===== src/rtl/lcd_pkg.sv =====
// Shared state encoding, HD44780 command bytes and init ROM for the LCD command scheduler.
package lcd_pkg;

   typedef enum logic [2:0] {
      PWRUP,
      IDLE,
      ISSUE,
      WAIT_ACK,
      WAIT_DONE,
      POST_DELAY
   } sched_state_e;

   localparam logic [7:0] CLEAR    = 8'h01;
   localparam logic [7:0] HOME     = 8'h02;
   localparam logic [7:0] HOME_ALT = 8'h03;
   localparam logic [7:0] FUNC_SET = 8'h38;
   localparam logic [7:0] DISP_ON  = 8'h0C;
   localparam logic [7:0] ENTRY    = 8'h06;

   localparam int unsigned INIT_LEN = 6;

   // Entry 0 is the rightmost element: sent first.
   localparam logic [INIT_LEN-1:0][7:0] INIT_ROM =
      {ENTRY, CLEAR, DISP_ON, FUNC_SET, FUNC_SET, FUNC_SET};

   // Clear/home variants need the long settling time; everything else is short.
   function automatic logic is_long_cmd(input logic rs, input logic [7:0] d);
      return !rs && (d == CLEAR || d == HOME || d == HOME_ALT);
   endfunction

endpackage


===== src/rtl/lcd_delay_timer.sv =====
// Loadable down-counter: holds at zero, flags the final counted cycle.
module lcd_delay_timer #(
   parameter int unsigned CNT_W = 18
) (
   input  logic             clk,
   input  logic             reset,
   input  logic             load,
   input  logic [CNT_W-1:0] load_val,
   input  logic             en,
   output logic             last,
   output logic             zero
);

   logic [CNT_W-1:0] cnt;

   always_ff @(posedge clk) begin
      if (reset) begin
         cnt <= '0;
      end else if (load) begin
         cnt <= load_val;
      end else if (en && cnt != '0) begin
         cnt <= cnt - 1'b1;
      end
   end

   assign last = (cnt == CNT_W'(1));
   assign zero = (cnt == '0);

endmodule


===== src/rtl/lcd_cmd_scheduler.sv =====
// Owns the LCD byte engine: power-on init, then cmd-over-char arbitration with
// a settling delay enforced after every byte.
module lcd_cmd_scheduler
   import lcd_pkg::*;
#(
   parameter int unsigned POWERUP_CYC = 240000,
   parameter int unsigned LONG_CYC    = 19200,
   parameter int unsigned SHORT_CYC   = 600,
   parameter int unsigned CNT_W       = 18
) (
   input  logic       clk,
   input  logic       reset,
   input  logic       cmd_valid,
   input  logic [7:0] cmd_data,
   output logic       cmd_ready,
   input  logic       char_valid,
   input  logic [7:0] char_data,
   output logic       char_ready,
   output logic       lcd_req,
   output logic [7:0] lcd_d,
   output logic       lcd_rs,
   input  logic       lcd_busy,
   output logic       init_done,
   output logic       sched_busy
);

   localparam bit CNT_FITS =
      (64'(POWERUP_CYC) < (64'd1 << CNT_W)) &&
      (64'(LONG_CYC)    < (64'd1 << CNT_W)) &&
      (64'(SHORT_CYC)   < (64'd1 << CNT_W)) &&
      (POWERUP_CYC >= 2) && (LONG_CYC >= 1) && (SHORT_CYC >= 1);

   sched_state_e     state;
   logic [2:0]       init_idx;
   logic             tmr_load;
   logic             tmr_en;
   logic             tmr_last;
   logic             tmr_zero;
   logic [CNT_W-1:0] tmr_val;

   // Power-up counter starts from zero after reset, so its first cycle loads
   // POWERUP_CYC-1 and the wait still totals exactly POWERUP_CYC cycles.
   always_comb begin
      tmr_load = 1'b0;
      tmr_val  = '0;
      tmr_en   = (state == PWRUP) || (state == POST_DELAY);
      if (state == PWRUP && tmr_zero) begin
         tmr_load = 1'b1;
         tmr_val  = CNT_W'(POWERUP_CYC - 1);
      end else if (state == WAIT_DONE && !lcd_busy) begin
         tmr_load = 1'b1;
         tmr_val  = is_long_cmd(lcd_rs, lcd_d) ? CNT_W'(LONG_CYC) : CNT_W'(SHORT_CYC);
      end
   end

   lcd_delay_timer #(
      .CNT_W(CNT_W)
   ) u_timer (
      .clk      (clk),
      .reset    (reset),
      .load     (tmr_load),
      .load_val (tmr_val),
      .en       (tmr_en),
      .last     (tmr_last),
      .zero     (tmr_zero)
   );

   always_ff @(posedge clk) begin
      if (reset) begin
         state     <= PWRUP;
         init_idx  <= '0;
         init_done <= 1'b0;
         lcd_req   <= 1'b0;
         lcd_d     <= '0;
         lcd_rs    <= 1'b0;
      end else begin
         lcd_req <= 1'b0;
         unique case (state)
            PWRUP: begin
               if (tmr_last) begin
                  state   <= ISSUE;
                  lcd_req <= 1'b1;
                  lcd_d   <= INIT_ROM[0];
                  lcd_rs  <= 1'b0;
               end
            end
            IDLE: begin
               if (cmd_valid) begin
                  state   <= ISSUE;
                  lcd_req <= 1'b1;
                  lcd_d   <= cmd_data;
                  lcd_rs  <= 1'b0;
               end else if (char_valid) begin
                  state   <= ISSUE;
                  lcd_req <= 1'b1;
                  lcd_d   <= char_data;
                  lcd_rs  <= 1'b1;
               end
            end
            ISSUE: begin
               state <= WAIT_ACK;
            end
            WAIT_ACK: begin
               if (lcd_busy) begin
                  state <= WAIT_DONE;
               end
            end
            WAIT_DONE: begin
               if (!lcd_busy) begin
                  state <= POST_DELAY;
               end
            end
            POST_DELAY: begin
               if (tmr_last) begin
                  if (init_done) begin
                     state <= IDLE;
                  end else if (init_idx == 3'(INIT_LEN - 1)) begin
                     init_done <= 1'b1;
                     state     <= IDLE;
                  end else begin
                     init_idx <= init_idx + 3'd1;
                     state    <= ISSUE;
                     lcd_req  <= 1'b1;
                     lcd_d    <= INIT_ROM[init_idx + 3'd1];
                     lcd_rs   <= 1'b0;
                  end
               end
            end
            default: begin
               state <= PWRUP;
            end
         endcase
      end
   end

   assign cmd_ready  = (state == IDLE);
   assign char_ready = (state == IDLE) && !cmd_valid;
   assign sched_busy = (state != IDLE);

   cnt_w_fits: assert property (@(posedge clk) CNT_FITS);

endmodule


===== config.mk =====
export PLATFORM = sky130hd
export DESIGN_NAME = lcd_cmd_scheduler
export DESIGN_NICKNAME = d
export VERILOG_FILES = /design/src/rtl/lcd_pkg.sv /design/src/rtl/lcd_delay_timer.sv /design/src/rtl/lcd_cmd_scheduler.sv
export SDC_FILE = /design/constraint.sdc
export NUM_CORES = 1
export LEC_CHECK = 0
export CAP_MARGIN = 10
export CORE_ASPECT_RATIO = 2
export CORE_MARGIN = 8
export CORE_UTILIZATION = 50
export CTS_BUF_LIST = sky130_fd_sc_hd__clkbuf_16
export CTS_CLUSTER_SIZE = 14
export DETAILED_ROUTE_END_ITERATION = 12
export GPL_ROUTABILITY_DRIVEN = 0
export PLACE_DENSITY_LB_ADDON = 0.3
export SLEW_MARGIN = 20
export SYNTH_ARGS = -nofsm -noshare
export SYNTH_HDL_FRONTEND = slang
export SYNTH_SLANG_ARGS = --single-unit

===== constraint.sdc =====
create_clock -name clk -period 5.5 [get_ports clk]
set_input_delay 1.1 -clock clk [delete_from_list [all_inputs] [get_ports clk]]
set_output_delay 1.1 -clock clk [all_outputs]
set_load 0.02 [all_outputs]

==> reports/qor.yml, run 1 <==
placed_design:
  dp_cells: 327
  dp_hpwl_microns: 4220
  placed_area_sq_mm: 0.00250
  port_buffers: 34
  preCtsSetupSlack_ns: 1.78
clocking:
  numCtsBuffers: 5
  insertion_delay_ns: 0.27
  clk_pin_slew_ns: 0.05
  cts_resized: 0
  ctsHoldBuffers: 0
  cts_setup_buffers: 0
  cts_root_buf: "clkbuf_16"
  clock-sinks: 35
  cts_tree: "built"
  cts_max_level: 2
  clockBufferDepth: 2
final_layout:
  final_cells: 335
  seqCellArea_sq_um: 701
  layout-drive-gt1-share_pct: 10.3
  design_area_sq_mm: 0.00264
  final_util_pct: 62.0
  area_growth_pct: 22.0
  fin_nets: 306
  n_antenna_cell: 0
  multiInputGateArea_sq_mm: 0.00135
  fill_cells: 360
global_routing:
  grt_pass1_wl_microns: 9780
  overflow: 0
  grt_antenna_before_repair: 0
  grt_usage_pct: 17.3
  grt_max_degree: 32
  grt_pass1_vias: 2012
sta:
  setup_viol: 0
  min_period_over_period_pct: 67.9
  layout_min_cycle_time_ns: 3.73
  fmax_mhz: 268
  clock-skew-final_ns: 0.00356
  rsz0062_at_grt: "no"
  hold_viol_final: 0
  fin_ws_ns: 1.77
  worst_slew_pin_slew_ns: 1.02
  maxSlewViolCount: 0
  slew_headroom_pct: 32.2
  fin_setup_tns_ns: 0
  whs_ns: 0.494
synthesis:
  synth_simple_gate_area_share_pct: 26.4
  synth_top_area_share_pct: 32.4
  synthXorXnorAreaFrac_pct: 3.24
  synth_seq_cells: 35
  synth_edf_count: 0
  yosysMostFrequentCell: "dfxtp_1"
  syn_nets: 279
  synth_area_sq_mm: 0.00216
  ys_warn_count: 0
  synth_top_family_by_area: "simple AND/OR/NAND/NOR gates"
  synth_ff_type: "dfxtp_1"
  ys_top_cells_by_count: "dfxtp_1, nor3_1, a21oi_1"
  synth_area_leaders: "dfxtp_1, nor3_1, a21oi_1, o21ai_0, nor2_1"
  syn_inst: 253
  synth_compound_gate_area_share_pct: 25.6
  muxShareOfSynthArea_pct: 4.34
  ys_seq_area_share_pct: 32.4
  synth_top_area_cell: "dfxtp_1"
  async_reset_ff_share_pct: 0
  yosysUniqueCellTypes: 65
  synthAdderAreaFrac_pct: 2.89
  synth.avg_cell_area_sq_um: 8.55
drt:
  first_pass_iters: 4
  wl_met1_microns: 2460
  via_per_inst: 6.39
  wl_met2_microns: 3020
  top_layer_used: "met4"
  routed-via-count: 2142
  ant_nets: 0
  drc_errors: 0
  wl_microns: 5920
  wl_met3_microns: 315
  drt_iter0_drc: 95
  wl_per_cell_microns: 17.7
floorplan:
  ios: 35
  num_rows: 34
  start_util_pct: 50.9
  die_w_microns: 62.5
  die_height_microns: 109
  die-area_sq_mm: 0.00681
  core_sq_mm: 0.00425
critical_path:
  r2r_cells: 5
  r2r_end: "u_timer.cnt[6]"
  cpMostUsedCell: "clkdlybuf4s50_1"
  startpoint_type: "input port"
  reg2reg_from: "state[2]"
  cpPeakStageDelay_ns: 0.65
  crit_path_top_delay_cell: "clkdlybuf4s50_1"
  cp_top_family: "buffers and inverters"
  end_kind: "output port"
  required_ns: 4.40
  regToRegSetupSlack_ns: 3.06
  arrival_ns: 2.63
  crit_buf_inv: 2
  path_max_fanout: 10
  crit_chain: "clkdlybuf4s50_1, nor2_1, clkdlybuf4s50_1"
  path_class: "in -> out"
min_path:
  min_to: "u_timer.cnt[17]"
  min_delay_path_depth: 1
  hold_class: "reg -> reg"
  min-delay-start: "u_timer.cnt[17]"
pwr:
  leakagePower_nw: 0.954
  p_total_mw: 1.34
  cellPowerDensity_mw_per_mm2: 507
  peakVddDrop_mv: 0.388
status:
  status: "complete, no violations"
job:
  maxCapViolations: 0
-- placed cells by master (no fill, tap or decap), types with 3 or more instances in the layout --
master	n
dfxtp_1	35
clkdlybuf4s50_1	34
nor3_1	26
a21oi_1	21
nor2_1	18
o21ai_0	14
inv_1	11
a211oi_1	7
xor2_1	6
mux2i_1	6
ha_1	5
clkbuf_16	5
nand3b_1	4
nand4_1	4
nand2_1	4
o22ai_1	4
or3b_2	3
nand2b_1	3
a311oi_1	3
mux2_2	3
nor4_1	3
o2111ai_1	3
nand3_1	3
-- cells by family after synthesis --
logic type	Yosys count
compound gates	81
xor+xnor	8
fa+ha+maj	5
buf+inv	24
flops	35
mux	9
simple gates	91
-- cell type report --
| class | instances | share of cell area [%] |
|---|---|---|
| Clock inverter | 3 | 0.474 |
| Clock buffer | 5 | 4.74 |
| Tap cell | 54 | 2.56 |
| Timing Repair Buffer | 35 | 13.2 |
| Multi-Input combinational cell | 194 | 51.2 |
| Inverter | 9 | 1.28 |
| Sequential cell | 35 | 26.6 |
-- worst reg2reg max path: cells and delay by family, from the launching register on --
| family | cells | cell delay (ns) |
|---|---|---|
| AO/OA/AOI/OAI | 3 | 1.26 |
| flip-flops | 1 | 0.63 |
| AND/OR/NAND/NOR | 1 | 0.31 |
| XOR/XNOR | 1 | 0.15 |
-- registers in the layout, summed over array words and instances, names as in the netlist --
| register | count |
|---|---|
| u_timer.cnt | 18 |
| lcd_d | 8 |
| init_idx | 3 |
| state | 3 |
| init_done | 1 |
| lcd_req | 1 |
| lcd_rs | 1 |
-- power by group --
part	internal (mW)	leakage, nW	switching (mW)
sequential	0.324	0.285	0.0887
clock	0.163	0.0762	0.0991
combinational	0.277	0.592	0.386
-- worst max path at each step --
stage               cells past startpoint    endpoint  slack, ns      start
finish                                  3  char_ready       1.77  cmd_valid
global route                            3  char_ready       1.69  cmd_valid
CTS                                     3  char_ready       1.78  cmd_valid
detailed placement                      3  char_ready       1.78  cmd_valid
global placement                        3  char_ready       1.80  cmd_valid
floorplan                               2  char_ready       2.78  cmd_valid
-- per-layer routing --
metal | up-vias | track usage (%)
met1 | 1011 | 21.0
li1 | 1030 | -
met2 | 92 | 29.8
met4 | 0 | 6.08
met5 | - | 0
met3 | 9 | 3.40
No activity file was read; power rests on OpenSTA's default activity.
==> run 2, diff against run 1 <==
--- a/config.mk
+++ b/config.mk
@@ -8,7 +8,7 @@
 export CAP_MARGIN = 10
 export CORE_ASPECT_RATIO = 2
 export CORE_MARGIN = 8
-export CORE_UTILIZATION = 50
+export CORE_UTILIZATION = 48
 export CTS_BUF_LIST = sky130_fd_sc_hd__clkbuf_16
 export CTS_CLUSTER_SIZE = 14
 export DETAILED_ROUTE_END_ITERATION = 12
==> constraint.sdc (replaced) <==
create_clock -name clk -period 3.13 [get_ports clk]
set_input_delay 0.626 -clock clk [delete_from_list [all_inputs] [get_ports clk]]
set_output_delay 0.626 -clock clk [all_outputs]
set_load 0.02 [all_outputs]
==> reports/qor.yml, run 2 (same netlist as run 1, synthesis figures left out) <==
status:
  status: "complete, no violations"  # unchanged
clocking:
  insertion_delay_ns: 0.28  # was 0.27 ns
  numCtsBuffers: 5  # unchanged
  cts_max_level: 2  # unchanged
  cts_resized: 0  # unchanged
  clock-sinks: 35  # unchanged
  cts_setup_buffers: 0  # unchanged
  ctsHoldBuffers: 0  # unchanged
  cts_root_buf: "clkbuf_16"  # unchanged
  cts_tree: "built"  # unchanged
  clockBufferDepth: 2  # unchanged
  clk_pin_slew_ns: 0.06  # was 0.05 ns
sta:
  fin_ws_ns: 0.246  # was 1.77 ns
  clock-skew-final_ns: 0.00291  # was 0.00356 ns
  worst_slew_pin_slew_ns: 0.889  # was 1.02 ns
  fin_setup_tns_ns: 0  # unchanged
  setup_viol: 0  # unchanged
  hold_viol_final: 0  # unchanged
  layout_min_cycle_time_ns: 2.88
  fmax_mhz: 347
  min_period_over_period_pct: 92.1
  maxSlewViolCount: 0  # unchanged
  slew_headroom_pct: 40.7  # was 32.2%
  rsz0062_at_grt: "no"  # unchanged
  whs_ns: 0.490  # was 0.494 ns
critical_path:
  regToRegSetupSlack_ns: 0.62  # was 3.06 ns
  startpoint_type: "flop"  # was input port
  cp_top_family: "simple AND/OR/NAND/NOR gates"  # was buffers and inverters
  path_class: "reg -> out"  # was in -> out
  cpPeakStageDelay_ns: 0.64  # was 0.65 ns
  arrival_ns: 2.26  # was 2.63 ns
  r2r_end: "u_timer.cnt[4]"  # was u_timer.cnt[6]
  crit_chain: "or3b_2, nor2_1, clkdlybuf4s50_1"  # was clkdlybuf4s50_1, nor2_1, clkdlybuf4s50_1
  end_kind: "output port"  # unchanged
  crit_path_top_delay_cell: "clkdlybuf4s50_1"  # unchanged
  required_ns: 2.50  # was 4.40 ns
  r2r_cells: 7  # was 5
  path_max_fanout: 11  # was 10
  reg2reg_from: "u_timer.cnt[0]"  # was state[2]
  crit_buf_inv: 1  # was 2
final_layout:
  top_regs: "u_timer.cnt x18, lcd_d x8"  # unchanged
  fin_nets: 310  # was 306
  final_common_cell: "dfxtp_1"  # unchanged
  n_antenna_cell: 0  # unchanged
  fill_cells: 372  # was 360
  area_growth_pct: 25.9  # was 22.0%
  largest_reg_flops: 18  # unchanged
  design_area_sq_mm: 0.00272  # was 0.00264 sq mm
  top_register: "u_timer.cnt"  # unchanged
  layout-drive-gt1-share_pct: 12.3  # was 10.3%
  layout_common_cells: "dfxtp_1, clkdlybuf4s50_1, nor3_1, a21oi_1, nor2_1"  # unchanged
global_routing:
  grt_usage_pct: 18.2  # was 17.3%
  overflow: 0  # unchanged
  grt_pass1_wl_microns: 10600  # was 9780 microns
  grt_max_degree: 31  # was 32
  grt_pass1_vias: 2234  # was 2012
  grt_antenna_before_repair: 0  # unchanged
placed_design:
  placed_area_sq_mm: 0.00253  # was 0.00250 sq mm
  preCtsSetupSlack_ns: 0.478  # was 1.78 ns
  port_buffers: 34  # unchanged
  dp_hpwl_microns: 4810  # was 4220 microns
pwr:
  leakagePower_nw: 0.985  # was 0.954 nW
  cellPowerDensity_mw_per_mm2: 947  # was 507 mW/mm^2
  peakVddDrop_mv: 0.617  # was 0.388 mV
floorplan:
  ios: 35  # unchanged
  core_sq_mm: 0.00434  # was 0.00425 sq mm
  num_rows: 34  # unchanged
  start_util_pct: 49.9  # was 50.9%
  die-area_sq_mm: 0.00704  # was 0.00681 sq mm
  die_height_microns: 111  # was 109 microns
  die_w_microns: 63.5  # was 62.5 microns
drt:
  routed-via-count: 2165  # was 2142
  drt_iter0_drc: 90  # was 95
  drc_errors: 0  # unchanged
  wl_microns: 6320  # was 5920 microns
  first_pass_iters: 5  # was 4
  wl_per_cell_microns: 18.6  # was 17.7 microns
  via_per_inst: 6.39  # about the same
  ant_nets: 0  # unchanged
min_path:
  min_delay_path_depth: 1  # unchanged
  min-delay-start: "u_timer.cnt[17]"  # unchanged
  hold_class: "reg -> reg"  # unchanged
  min_to: "u_timer.cnt[17]"  # unchanged
job:
  maxCapViolations: 0  # unchanged
[run 2: changes by cell type in the layout (fill, tap and decap cells not counted)]
cell	previous run	this run
buf_4	1	5
bufinv_16	0	2
clkinvlp_4	0	1
clkinv_2	1	0
inv_1	11	9
[run 2: metal layers]
| metal | routed length [microns] | global-route usage [%] | vias to the layer above |
|---|---|---|---|
| met4 | 306 | 11.5 | 0 |
| met5 | 0 | 0 | - |
| met1 | 2290 | 16.8 | 1030 |
| li1 | - | - | 1030 |
| met3 | 270 | 3.74 | 21 |
| met2 | 3460 | 34.3 | 84 |
[run 2: metrics by stage]
step	power, mW	util [%]	std cells
floorplan	1.56	-	253
global placement	1.88	58.3	331
detailed placement	1.90	58.3	331
CTS	2.57	62.8	339
global route	2.72	62.8	339
finish	2.58	62.8	339
[run 2: how the worst max path moves through the flow]
| stage | startpoint | end | slack [ns] | depth (start not counted) |
|---|---|---|---|---|
| final | state[0] | char_ready | 0.25 | 3 |
| after global routing | state[0] | char_ready | 0.16 | 3 |
| after detailed placement | lcd_busy | u_timer.cnt[4] | 0.48 | 6 |
| after CTS | state[0] | char_ready | 0.25 | 3 |
| after global placement | lcd_busy | u_timer.cnt[4] | 0.54 | 6 |
| after floorplan | state[0] | char_ready | 1.07 | 4 |
[run 2: layout make-up]
type / count / area, sq um / share of cell area [%]
inverter: 9 / 33.8 / 1.24
clock inverter: 3 / 67.6 / 2.48
multi-input combinational: 194 / 1350 / 49.6
timing repair buffer: 39 / 378 / 13.9
clock buffer: 5 / 125 / 4.59
tap: 54 / 67.6 / 2.48
sequential: 35 / 701 / 25.7
[run 2: worst register-to-register path: stages (launching register included)]
cell and delay, ns:
dfxtp_1 0.37, inv_1 0.08, ha_1 0.20, nor3b_1 0.50, nand4_2 0.29, o21ai_1 0.53
o22ai_1 0.14, a221oi_1 0.30
[run 2: report_power, final]
| group | switching (mW) | internal (mW) | leakage (nW) |
|---|---|---|---|
| combinational | 0.693 | 0.497 | 0.610 |
| sequential | 0.162 | 0.569 | 0.285 |
| clock | 0.201 | 0.456 | 0.0900 |
| total | 1.06 | 1.52 | 0.985 |
==> run 3, diff against run 2 <==
--- a/config.mk
+++ b/config.mk
@@ -7,7 +7,7 @@
 export LEC_CHECK = 0
 export CAP_MARGIN = 10
 export CORE_ASPECT_RATIO = 2
-export CORE_MARGIN = 8
+export CORE_MARGIN = 2
 export CORE_UTILIZATION = 48
 export CTS_BUF_LIST = sky130_fd_sc_hd__clkbuf_16
 export CTS_CLUSTER_SIZE = 14
==> reports/qor.yml, run 3 (same netlist as run 1, synthesis figures left out) <==
critical_path:
  cpPeakStageDelay_ns: 0.63  # was 0.64 ns
  reg2reg_from: "u_timer.cnt[1]"  # was u_timer.cnt[0]
  cp_top_family: "simple AND/OR/NAND/NOR gates"  # unchanged
  crit_path_top_delay_cell: "clkdlybuf4s50_1"  # unchanged
  path_class: "reg -> out"  # unchanged
  path_max_fanout: 11  # unchanged
  r2r_cells: 7  # unchanged
  r2r_end: "u_timer.cnt[6]"  # was u_timer.cnt[4]
  crit_buf_inv: 1  # unchanged
  regToRegSetupSlack_ns: 0.67  # was 0.62 ns
  arrival_ns: 2.27  # was 2.26 ns
  end_kind: "output port"  # unchanged
  required_ns: 2.50  # about the same
  crit_chain: "or3b_2, nor2_1, clkdlybuf4s50_1"  # unchanged
  startpoint_type: "flop"  # unchanged
floorplan:
  die_height_microns: 98.9  # was 111 microns
  die_w_microns: 51.5  # was 63.5 microns
  die-area_sq_mm: 0.00509  # was 0.00704 sq mm
  core_sq_mm: 0.00434  # unchanged
  num_rows: 34  # unchanged
  ios: 35  # unchanged
  start_util_pct: 49.9  # unchanged
final_layout:
  seqCellArea_sq_um: 701  # unchanged
  n_antenna_cell: 0  # unchanged
  top_register: "u_timer.cnt"  # unchanged
  fin_nets: 311  # was 310
  final_util_pct: 61.7  # was 62.8%
  fill_cells: 413  # was 372
  final_common_cell: "dfxtp_1"  # unchanged
  area_growth_pct: 23.8  # was 25.9%
  top_regs: "u_timer.cnt x18, lcd_d x8"  # unchanged
  multiInputGateArea_sq_mm: 0.00135  # unchanged
  layout_common_cells: "dfxtp_1, clkdlybuf4s50_1, nor3_1, a21oi_1, nor2_1"  # unchanged
  largest_reg_flops: 18  # unchanged
  layout-drive-gt1-share_pct: 12.6  # was 12.3%
min_path:
  min_to: "lcd_d[7]"  # was u_timer.cnt[17]
  min-delay-start: "lcd_d[7]"  # was u_timer.cnt[17]
  hold_class: "reg -> reg"  # unchanged
  min_delay_path_depth: 2  # was 1
global_routing:
  grt_antenna_before_repair: 0  # unchanged
  grt_pass1_wl_microns: 9730  # was 10600 microns
  overflow: 0  # unchanged
  grt_usage_pct: 25.0  # was 18.2%
  grt_max_degree: 31  # unchanged
  grt_pass1_vias: 2141  # was 2234
drt:
  first_pass_iters: 4  # was 5
  routed-via-count: 2114  # was 2165
  drt_iter0_drc: 42  # was 90
  wl_microns: 5830  # was 6320 microns
  drc_errors: 0  # unchanged
  ant_nets: 0  # unchanged
  via_per_inst: 6.22  # was 6.39
  wl_per_cell_microns: 17.2  # was 18.6 microns
clocking:
  ctsHoldBuffers: 0  # unchanged
  clk_pin_slew_ns: 0.06  # about the same
  cts_root_buf: "clkbuf_16"  # unchanged
  insertion_delay_ns: 0.28  # about the same
  numCtsBuffers: 5  # unchanged
  cts_tree: "built"  # unchanged
  cts_resized: 0  # unchanged
  cts_setup_buffers: 0  # unchanged
  clock-sinks: 35  # unchanged
  cts_max_level: 2  # unchanged
  clockBufferDepth: 2  # unchanged
placed_design:
  port_buffers: 34  # unchanged
  dp_hpwl_microns: 4440  # was 4810 microns
pwr:
  p_total_mw: 2.39  # was 2.58 mW
  peakVddDrop_mv: 0.614  # was 0.617 mV
  leakagePower_nw: 0.974  # was 0.985 nW
  cellPowerDensity_mw_per_mm2: 892  # was 947 mW/mm^2
sta:
  fmax_mhz: 345  # was 347 MHz
  rsz0062_at_grt: "no"  # unchanged
  min_period_over_period_pct: 92.6  # was 92.1%
  setup_viol: 0  # unchanged
  maxSlewViolCount: 0  # unchanged
  slew_headroom_pct: 40.8  # was 40.7%
  clock-skew-final_ns: 0.00347  # was 0.00291 ns
  fin_setup_tns_ns: 0  # unchanged
  layout_min_cycle_time_ns: 2.90  # was 2.88 ns
  hold_viol_final: 0  # unchanged
  worst_slew_pin_slew_ns: 0.889  # about the same
status:
  status: "complete, no violations"  # unchanged
job:
  maxCapViolations: 0  # unchanged
-- run 3: cell count changes in the layout (fill, tap and decap cells not counted), sizes merged --
cell      delta
buf          +1
bufinv       -2
clkinv       +3
clkinvlp     -1
-- run 3: worst reg2reg max path: cells and delay by family (launching register included) --
kind	cells	cell delay (ns)
compound gates	3	0.98
fa+ha+maj	1	0.20
flops	1	0.35
buf+inv	1	0.10
simple gates	2	0.74
-- run 3: how the worst max path moves through the flow --
stage	start	end	depth (start not counted)
floorplan	state[0]	char_ready	4
global placement	lcd_busy	u_timer.cnt[4]	6
detailed placement	lcd_busy	u_timer.cnt[4]	6
CTS	state[0]	char_ready	3
global route	state[0]	char_ready	3
finish	state[0]	char_ready	3
-- run 3: stage by stage --
| step | std cells | hold WS, ns | setup slack, ns | instance area [sq um] |
|---|---|---|---|---|
| after floorplan | 253 | 0.456 | 1.07 | 2160 |
| after global placement | 332 | 0.471 | 0.529 | 2540 |
| after detailed placement | 332 | 0.483 | 0.502 | 2540 |
| after CTS | 340 | 0.491 | 0.248 | 2680 |
| after global routing | 340 | 0.531 | 0.174 | 2680 |
| final | 340 | 0.498 | 0.233 | 2680 |
-- run 3: metal layers --
metal  track usage (%)  part of all wire, %  vias to the layer above
met4              14.0                  4.1                        0
met3              3.48                  2.7                       17
met5                 0                    0                        -
met2              47.3                   57                       54
li1                  -                    -                     1042
met1              24.2                   36                     1001
-- run 3: cell type report --
class,count,share of cell area [%]
repair buffers,40,14.4
multi-input cells,194,50.4
clock buffers,5,4.67
flip-flops and latches,35,26.2
inverters,9,1.26
well taps,54,2.52
clock inverters,3,0.560
-- run 3: where the power goes --
part	total, mW	leakage, nW	internal, mW	switching, mW
clock	0.488	0.0733	0.290	0.197
combinational	1.18	0.615	0.496	0.682
sequential	0.723	0.285	0.569	0.154
